## src/rtl/pc_flag_control.sv

```systemverilog
// pc_flag_control: N/V/Z flag register, branch evaluation, PC sequencing and sticky halt around the ALU.
module pc_flag_control #(
  parameter logic [15:0] RESET_PC = 16'h0000,
  parameter logic [15:0] PC_STEP  = 16'h0002
) (
  input  logic        clk,
  input  logic        rst,
  input  logic [2:0]  alu_op,
  input  logic        alu_valid,
  input  logic [2:0]  alu_flag,
  input  logic        branch,
  input  logic        branch_reg,
  input  logic [2:0]  cond,
  input  logic [8:0]  imm9,
  input  logic [15:0] reg_target,
  input  logic        halt,
  output logic [15:0] pc,
  output logic [15:0] pc_plus2,
  output logic [2:0]  flags,
  output logic        branch_taken,
  output logic        halted
);
  typedef enum logic {RUN, HALTED} state_t;
  state_t state;
  logic n, v, z, cond_ok, wr_nv, wr_z;
  logic [7:0] cond_vec;
  logic [15:0] target, pc_next;
  assign {z, v, n} = flags;
  // indexed by cond: NE, EQ, GT, LT, GE, LE, OV, UN
  assign cond_vec = {1'b1, v, n | z, z | (~z & ~n), n, ~z & ~n, z, ~z};
  assign cond_ok = cond_vec[cond];
  assign pc_plus2 = pc + PC_STEP;
  assign branch_taken = (state == RUN) & ~halt & (branch | branch_reg) & cond_ok;
  assign target = branch_reg ? reg_target : pc_plus2 + {{6{imm9[8]}}, imm9, 1'b0};
  assign pc_next = halt ? pc : branch_taken ? target : pc_plus2;
  assign wr_nv = alu_valid & (alu_op == 3'b000 | alu_op == 3'b001);
  assign wr_z = wr_nv | (alu_valid & (alu_op == 3'b010 | alu_op == 3'b100 | alu_op == 3'b101 | alu_op == 3'b110));
  assign halted = (state == HALTED);
  always_ff @(posedge clk) begin
    if (rst) begin
      state <= RUN;
      pc <= RESET_PC;
      flags <= 3'b000;
    end else if (state == RUN) begin
      state <= halt ? HALTED : RUN;
      pc <= pc_next;
      flags <= {wr_z ? alu_flag[2] : flags[2], wr_nv ? alu_flag[1:0] : flags[1:0]};
    end
  end
endmodule

```

## config.mk

```make
export PLATFORM = sky130hd
export DESIGN_NAME = pc_flag_control
export DESIGN_NICKNAME = d
export VERILOG_FILES = /design/src/rtl/pc_flag_control.sv
export SDC_FILE = /design/constraint.sdc
export NUM_CORES = 1
export LEC_CHECK = 0
export CAP_MARGIN = 0
export CORE_MARGIN = 1.5
export CORE_UTILIZATION = 41
export DETAILED_ROUTE_END_ITERATION = 6
export GPL_ROUTABILITY_DRIVEN = 0
export PLACE_DENSITY = 0.87
export SLEW_MARGIN = 0
export SYNTH_ARGS = -nofsm -noshare
export SYNTH_HDL_FRONTEND = slang
export SYNTH_SLANG_ARGS = --single-unit
export TNS_END_PERCENT = 1
```

## constraint.sdc

```tcl
create_clock -name clk -period 2.5 [get_ports clk]
set_input_delay 0.375 -clock clk [delete_from_list [all_inputs] [get_ports clk]]
set_output_delay 0.375 -clock clk [all_outputs]
set_load 0.02 [all_outputs]
```

==> summary by stage, run 1 <==
Run
The number of maximum-capacitance violations is 0.

Place
The sum of net half-perimeters after detailed placement is 5.286 mm. Summing all placed instances gives a cell area of 3456 um^2. The number of input and output port buffers inserted is 76.

Clocking
In this run the number of H-tree levels came out at 1. The number of clock sinks is 20. No sink is reached through more buffers than the 2 on the longest clock path.

In this run, CTS created clock tree buffers numbering 3. TritonCTS built the clock tree. The master cell of the clock root buffer is sky130_fd_sc_hd__clkbuf_8. The clock-pin slew on the worst setup and hold paths is 0.08 ns. At the later pin of the worst-skew pair, clock insertion delay measures 0.27 ns.

Setup path
Data arrives at the worst endpoint at 3.01 ns. The worst setup path is launched from a flop. The worst path required time is 2.66 ns.

The largest driver fanout on the critical path is 4. The buffer and inverter count on the worst path is 1. The top cell family by delay on the critical path is compound AO/OA/AOI/OAI gates.

The classification of the worst setup path is reg -> reg. The kind of end point of the critical path is a flop. The slowest stage of the critical path is the sky130_fd_sc_hd__nor4_4 cell. In this design, the stage delay of the slowest critical-path cell is 0.39 ns.

The signal on the critical path passes through nand2_2 > buf_4 > nor4_4 > xor2_2 > ha_2 > a21oi_2 > o21ai_2 > a21oi_1 > nor2b_1 > o22ai_1 > xor2_1 > a221o_1.

Synthesis
Of the total synthesized cell area, the portion taken by XOR and XNOR cells is 0.1279. The number of warning messages in the yosys log is 0. Of the synthesized area, sequential elements account for 0.1904. By area the synthesized netlist is led by sky130_fd_sc_hd__dfxtp_1 (19%), sky130_fd_sc_hd__ha_1 (11%), sky130_fd_sc_hd__xnor2_1 (6.2%). Summing every instance area after synthesis gives 2103 um^2. After synthesis, the share of flip-flops with an asynchronous set or reset is 0. The synthesized netlist net count is 331. The number of flops mapped to enable cells by yosys is 0. The share of the synthesized area in compound gates (AO/OA/AOI/OAI) is 0.2219. The post-synthesis cell type with the largest combined area is sky130_fd_sc_hd__dfxtp_1. Of the post-synthesis cell area, the part taken by muxes is 0.02855. Synthesis produced a netlist whose cell count is 272.

Of the total synthesized cell area, the portion taken by full adders, half adders and majority gates is 0.1214. The count of different cell masters after synthesis is 53. Synthesis inferred 20 register bits.

The proportion of netlist area held by the largest area contributor is 0.1904. Of the total synthesized cell area, the portion taken by AND, OR, NAND and NOR gates is 0.2600. Dividing the synthesized area by the synthesized cell count gives 7.733 um^2. By area, the combinational part of the netlist is dominated by simple AND/OR/NAND/NOR gates. For this run, the leading register cell type out of synthesis is sky130_fd_sc_hd__dfxtp_1.

Finish
Across the whole layout, storage elements account for 425.4 um^2. The finished layout cell area is 3744 um^2. In the final layout, the share of cells above drive strength 1 is 0.3309. The area occupied by multi-input gates is 1879 um^2. Compared with the post-synthesis result, the final layout area differs by 77.99%. The number of antenna cells inserted is 0. The final design utilization is 0.7771. The filler cell count is 319.

The final net count is 468.

Floorplanning
In this run the core area contains 25 standard-cell rows. In this run the standard cell core region covers 4817 um^2. The die is 74.63 um wide. For this configuration, the core starts out at a cell density of 0.4366. For this design the top-level I/O count stands at 77. Measured along the y axis, the die boundary spans 74.63 um.

The overall die area is 5569 um^2.

Route
Dividing the detail-routed via count by the number of cells gives 5.762. The vias after detailed routing is 2737. In this run, the number of DRC markers left after iteration 0 of detailed routing was 255. Dividing the detail-routed wire length by the instance count gives 17.49 um.

The length of the first detailed-routing pass in iterations is 4. Summed over all layers, the routed wires come to 8.307 mm. The number of nets with antenna violations after routing is 0. In the routed design, unresolved DRC markers number 0.

Run status
The run finished, with violations left. The checks that failed: setup timing.

Timing
At the pin with the least slew margin, the transition time is 0.4604 ns. The worst pin sits at a relative slew slack of 0.6921. For the finished layout, the period the worst path requires is 2.849 ns.

The final setup violation count is 8. The final number of hold-violating endpoints is 0. The largest clock skew in the final design is 0.003303 ns. Once routing completed, OpenROAD measured the worst setup slack at -0.3490 ns. The final max-slew violation count was 0. Setup repair after global routing could not meet its margin everywhere.

Of the available clock period, the critical path in the final layout requires 1.140. Derived from the worst setup path, the maximum achievable clock frequency is 351.0 MHz. The worst hold slack after final layout is 0.5442 ns.

Power and ir drop
The worst voltage drop across the vdd grid is 0.0003449 V. The power density normalized to cell area is 346.9 nW/um^2. Overall power consumption after layout is estimated at 1.299 mW. For this design the static power due to leakage is 1.657 nW.

Global routing
The total routing usage reported by global routing is 0.2520. The number of antenna violations at the first check in global routing came to 0. The number of global-route vias before repair was 2511. The first-pass GRT wire length is 11.06 mm. Global routing finished with a remaining overflow of 0.

The pin count of the biggest net entering global routing is 26.

Min path
The class of the tightest hold or removal check is reg -> reg.
==> cell usage in the layout (no fill, tap or decap), types with 3 or more instances in the layout <==
cell,instances
sky130_fd_sc_hd__a21oi_1,24
sky130_fd_sc_hd__o21ai_0,5
sky130_fd_sc_hd__nor3b_1,3
sky130_fd_sc_hd__clkdlybuf4s50_1,65
sky130_fd_sc_hd__dfxtp_4,5
sky130_fd_sc_hd__xor2_1,10
sky130_fd_sc_hd__o211ai_1,6
sky130_fd_sc_hd__dfxtp_2,5
sky130_fd_sc_hd__xnor2_1,7
sky130_fd_sc_hd__nand3_1,5
sky130_fd_sc_hd__xnor2_2,7
sky130_fd_sc_hd__nand2b_1,7
sky130_fd_sc_hd__inv_1,9
sky130_fd_sc_hd__nor3_1,8
sky130_fd_sc_hd__dfxtp_1,10
sky130_fd_sc_hd__nor2_1,26
sky130_fd_sc_hd__ha_1,11
sky130_fd_sc_hd__a31oi_1,4
sky130_fd_sc_hd__mux2i_1,6
sky130_fd_sc_hd__nand2_1,23
sky130_fd_sc_hd__ha_4,6
sky130_fd_sc_hd__a21o_1,5
sky130_fd_sc_hd__o21ai_1,7
sky130_fd_sc_hd__xor2_2,3
sky130_fd_sc_hd__buf_4,74
sky130_fd_sc_hd__clkbuf_8,4
==> logic make-up (layout without fill, tap and decap cells) <==
family	count (synthesis)	after routing
compound gates	69	69
xor+xnor	29	29
fa+ha+maj	20	20
buf+inv	23	159
flops	20	20
mux	6	6
simple gates	105	105
==> timing repair <==
action                                  in CTS  in global routing
buffers inserted                             1                  8
endpoints found under the setup margin      17                 17
hold buffers                                 0                  0
hold endpoints to repair                     0                  0
pin swaps                                    5                 14
gates cloned                                 0                  0
resized for setup                           15                 38
==> worst register-to-register path, delay by kind of cell, from the launching register on <==
family	cells	cell delay [ns]
adder cells (fa/ha/maj)	1	0.35
XOR/XNOR	2	0.32
buffers and inverters	1	0.15
AND/OR/NAND/NOR	3	0.54
flip-flops	1	0.38
AO/OA/AOI/OAI	5	1.00
==> sequential cells by signal (all words and copies together), names as in the netlist <==
register  flops
pc           16
halted        1
flags         3
==> Yosys cell counts (3+ instances only) <==
master / instances
sky130_fd_sc_hd__nor2_1: 29
sky130_fd_sc_hd__a21oi_1: 25
sky130_fd_sc_hd__nand2_1: 25
sky130_fd_sc_hd__dfxtp_1: 20
sky130_fd_sc_hd__ha_1: 18
sky130_fd_sc_hd__xnor2_1: 15
sky130_fd_sc_hd__xor2_1: 13
sky130_fd_sc_hd__nor3_1: 11
sky130_fd_sc_hd__o21ai_0: 10
sky130_fd_sc_hd__inv_1: 9
sky130_fd_sc_hd__clkbuf_1: 8
sky130_fd_sc_hd__nand3_1: 8
sky130_fd_sc_hd__nand2b_1: 7
sky130_fd_sc_hd__mux2i_1: 6
sky130_fd_sc_hd__o211ai_1: 6
sky130_fd_sc_hd__a21o_1: 5
sky130_fd_sc_hd__a31oi_1: 5
sky130_fd_sc_hd__nor3b_1: 3
sky130_fd_sc_hd__nor4_1: 3
sky130_fd_sc_hd__o21ai_1: 3
==> area by class of cell <==
| type | count | share of cell area |
|---|---|---|
| clock buffers | 4 | 0.01471 |
| inverters | 10 | 0.01036 |
| flip-flops and latches | 20 | 0.1136 |
| multi-input cells | 229 | 0.5020 |
| well taps | 67 | 0.02239 |
| repair buffers | 145 | 0.3369 |
==> final timing paths <==
kind	from	to	slack, ns	cells after the start
worst max register to register	pc[2]	pc[15]	-0.35	12
worst min register to register	flags[1]	flags[1]	0.54	2
worst min-delay path	flags[1]	flags[1]	0.54	2
worst max-delay path	pc[2]	pc[15]	-0.35	12
==> power breakdown <==
part / internal, mW / switching, mW / leakage [nW] / total (mW)
clock: 0.141 / 0.124 / 0.0288 / 0.265
sequential: 0.338 / 0.0235 / 0.169 / 0.361
combinational: 0.341 / 0.331 / 1.46 / 0.672
==> layer usage <==
layer	track usage	vias up	share of wire
met5	0	-	0
met2	0.4534	140	0.51
li1	-	1257	-
met3	0.04284	24	0.070
met4	0.07273	0	0.025
met1	0.3092	1316	0.40
==> metrics by stage <==
| step | std cells | setup WS, ns | TNS, ns |
|---|---|---|---|
| floorplan | 272 | -0.2745 | -1.679 |
| global placement | 462 | -0.2762 | -1.453 |
| detailed placement | 462 | -0.3224 | -2.148 |
| CTS | 467 | -0.2410 | -0.9343 |
| global route | 475 | -0.4474 | -2.500 |
| finish | 475 | -0.3490 | -1.389 |
(Power assumes the default switching activity.)
==> run 2, diff against run 1 <==
--- a/config.mk
+++ b/config.mk
@@ -7,10 +7,12 @@
 export LEC_CHECK = 0
 export CAP_MARGIN = 0
 export CORE_MARGIN = 1.5
-export CORE_UTILIZATION = 41
+export CORE_UTILIZATION = 42
+export CTS_BUF_LIST = sky130_fd_sc_hd__clkbuf_4
 export DETAILED_ROUTE_END_ITERATION = 6
 export GPL_ROUTABILITY_DRIVEN = 0
-export PLACE_DENSITY = 0.87
+export PLACE_DENSITY = 0.88
+export REMOVE_ABC_BUFFERS = 1
 export SLEW_MARGIN = 0
 export SYNTH_ARGS = -nofsm -noshare
 export SYNTH_HDL_FRONTEND = slang
==> summary by stage, run 2 (synthesis gave the netlist of run 1 again) <==
Setup path
The kind of end point of the critical path is a flop (unchanged). The most frequent cell on the critical path is sky130_fd_sc_hd__a21oi_2. The classification of the worst setup path is reg -> reg (unchanged). The top cell family by delay on the critical path is compound AO/OA/AOI/OAI gates (unchanged). Cell-by-cell trace of the critical path: and3_4 > nand3_4 > nor4_4 > buf_4 > xor2_2 > ha_1 > a21oi_2 > o21ai_2 > a21oi_2 > nor2b_1 > o22ai_1 > xor2_1 > a221o_1 (was nand2_2 > buf_4 > nor4_4 > xor2_2 > ha_2 > a21oi_2 > o21ai_2 > a21oi_1 > nor2b_1 > o22ai_1 > xor2_1 > a221o_1). The data arrival time at the worst-slack endpoint is 3.16 ns (was 3.01 ns). The worst path required time is 2.72 ns (was 2.66 ns).

The sort of element at the start of the critical path was a flop (unchanged). The cell with the biggest individual delay on the critical path is sky130_fd_sc_hd__dfxtp_2 (was sky130_fd_sc_hd__nor4_4). The stage delay of the slowest cell on the critical path is 0.36 ns (was 0.39 ns). The buffer and inverter count on the worst path came to 1 (unchanged). The largest driver fanout on the critical path came to 2 (was 4).

Finish
The leading cell type in the layout, fill and taps excluded was sky130_fd_sc_hd__buf_4 (unchanged). The register with the most flip-flops was pc (unchanged). The share of final-layout standard cells stronger than drive strength 1 came to 0.3500 (was 0.3309). The finished layout cell area is 3836 um^2 (was 3744 um^2).

Commonest cells after routing, fill and taps aside: sky130_fd_sc_hd__buf_4 (85), sky130_fd_sc_hd__clkdlybuf4s50_1 (64), sky130_fd_sc_hd__nor2_1 (26) (was sky130_fd_sc_hd__buf_4 (74), sky130_fd_sc_hd__clkdlybuf4s50_1 (65), sky130_fd_sc_hd__nor2_1 (26)). The number of antenna cells inserted is 0 (unchanged). The number of flip-flops in the largest register is 16 (unchanged). The final net count was 480 (was 468). The signed area change from the synthesized netlist to the final layout came to 82.39% (was 77.99%).

Clocking
The maximum buffer depth of the clock tree is 2 (unchanged). The number of buffers inserted for hold repair after clock tree synthesis came to 0 (unchanged). The number of buffers added by the clock tree synthesis step was 3 (unchanged).

The clock-pin slew on the worst setup and hold paths is 0.13 ns (was 0.08 ns). The H-tree level count is 1 (unchanged). The number of clock sinks is 20 (unchanged). The master cell of the clock root buffer is sky130_fd_sc_hd__clkbuf_4 (was sky130_fd_sc_hd__clkbuf_8). The clock network latency to the later pin of the worst-skew pair came to 0.32 ns (was 0.27 ns). The CTS tree is done (unchanged).

Timing
Unrepaired setup endpoints after global routing: yes (unchanged). The worst hold slack after final layout is 0.5542 ns (was 0.5442 ns). The final max-slew violation count is 0 (unchanged). The transition time of the tightest slew-check pin is 0.4922 ns (was 0.4604 ns). The highest attainable clock frequency is 341.1 MHz (was 351.0 MHz).

The clock period minus worst slack is 2.932 ns (was 2.849 ns). The final number of hold-violating endpoints came to 0 (unchanged). The headroom to the max-slew limit was 0.6672 (was 0.6921). The largest clock skew in the final design was 0.003275 ns (was 0.003303 ns).

The final setup violation count was 11 (was 8). The setup slack of the critical path after layout is -0.4315 ns (was -0.3490 ns). The final-layout setup total negative slack is -2.431 ns (was -1.389 ns). The final cycle utilization of the critical path was 1.173 (was 1.140).

Route
The detail-routed via count per cell was 6.033 (was 5.762). The detailed-route wire length is 9.119 mm (was 8.307 mm). The vias after detailed routing is 2938 (was 2737). The DRC marker count from the first detailed-route iteration was 272 (was 255). The length of the first detailed-routing pass in iterations came to 5 (was 4).

The post-route DRC violation count is 0 (unchanged). The number of nets with antenna violations after routing was 0 (unchanged). The routed length per instance is 18.72 um (was 17.49 um).

Power and ir drop
The power consumption is 1.370 mW (was 1.299 mW). The power density normalized to cell area is 357.1 nW/um^2 (was 346.9 nW/um^2). The leakage component of the power is 1.679 nW (was 1.657 nW). The worst voltage drop across the vdd grid came to 0.0002582 V (was 0.0003449 V).

Global routing
The first-pass GRT wire length is 12.90 mm (was 11.06 mm). The total routing usage reported by global routing is 0.3112 (was 0.2520). The global-route congestion overflow total is 0 (unchanged). The pin count of the biggest net entering global routing was 26 (unchanged). The number of antenna violations at the first check in global routing is 0 (unchanged).

The number of global-route vias before repair is 2806 (was 2511).

Run status
Violations in the final reports: setup timing (unchanged). Outcome: complete, but fails checks (unchanged).

Run
The number of maximum-capacitance violations is 0 (unchanged).

Floorplanning
The top-level port count was 77 (unchanged). The floorplan row count was 25 (unchanged). The initial core utilization is 0.4395 (was 0.4366). The die extent in x is 73.77 um (was 74.63 um).

The overall die area was 5441 um^2 (was 5569 um^2). The area inside the core boundary was 4786 um^2 (was 4817 um^2). The height of the die is 73.77 um (was 74.63 um).

Place
The instance area at placement is 3412 um^2 (was 3456 um^2). The sum of net half-perimeters after detailed placement was 5.433 mm (was 5.286 mm). The setup slack at placement is -0.3984 ns (was -0.3224 ns). The number of input and output port buffers inserted is 76 (unchanged).

Min path
The class of the tightest hold or removal check is reg -> reg (unchanged).
[run 2: tightest hold or removal path, stage by stage (launching register included)]
cell                      delay (ns)
sky130_fd_sc_hd__dfxtp_1        0.38
sky130_fd_sc_hd__mux2i_1        0.08
sky130_fd_sc_hd__nor2_1         0.07
[run 2: per-stage QoR]
stage          utilization  std cells
3_5_place_dp        0.7129        471
5_1_grt             0.8016        487
2_1_floorplan            -        259
3_3_place_gp        0.7129        471
4_1_cts             0.7694        483
6_report            0.8016        487
[run 2: final timing paths]
path | slack (ns) | start | end | depth (start not counted)
min reg2reg | 0.55 | pc[0] | pc[0] | 2
max reg2reg | -0.43 | pc[7] | pc[15] | 13
min | 0.55 | pc[0] | pc[0] | 2
max | -0.43 | pc[7] | pc[15] | 13
[run 2: area by class of cell]
type	count	area [um^2]
clock buffers	3	22.52
flip-flops and latches	20	412.9
clock inverters	1	30.03
repair buffers	157	1363
well taps	67	83.83
multi-input cells	229	1886
inverters	10	38.79
fillers	299	949.7
[run 2: repair_timing]
action                                 CTS  global route
cloned                                   0             0
buffers inserted                         8             4
endpoints found under the hold margin    0             0
pin swaps                               13            12
resized for setup                       48            32
setup endpoints to repair               20            17
[run 2: power by group]
group / total, mW / switching, mW / internal (mW)
registers: 0.362 / 0.0232 / 0.339
logic: 0.728 / 0.356 / 0.372
clock network: 0.280 / 0.118 / 0.162
[run 2: routing by layer]
layer | global-route usage | share of wire
met1 | 0.3344 | 0.37
met2 | 0.5586 | 0.49
met3 | 0.06722 | 0.078
met4 | 0.1749 | 0.063
met5 | 0 | 0
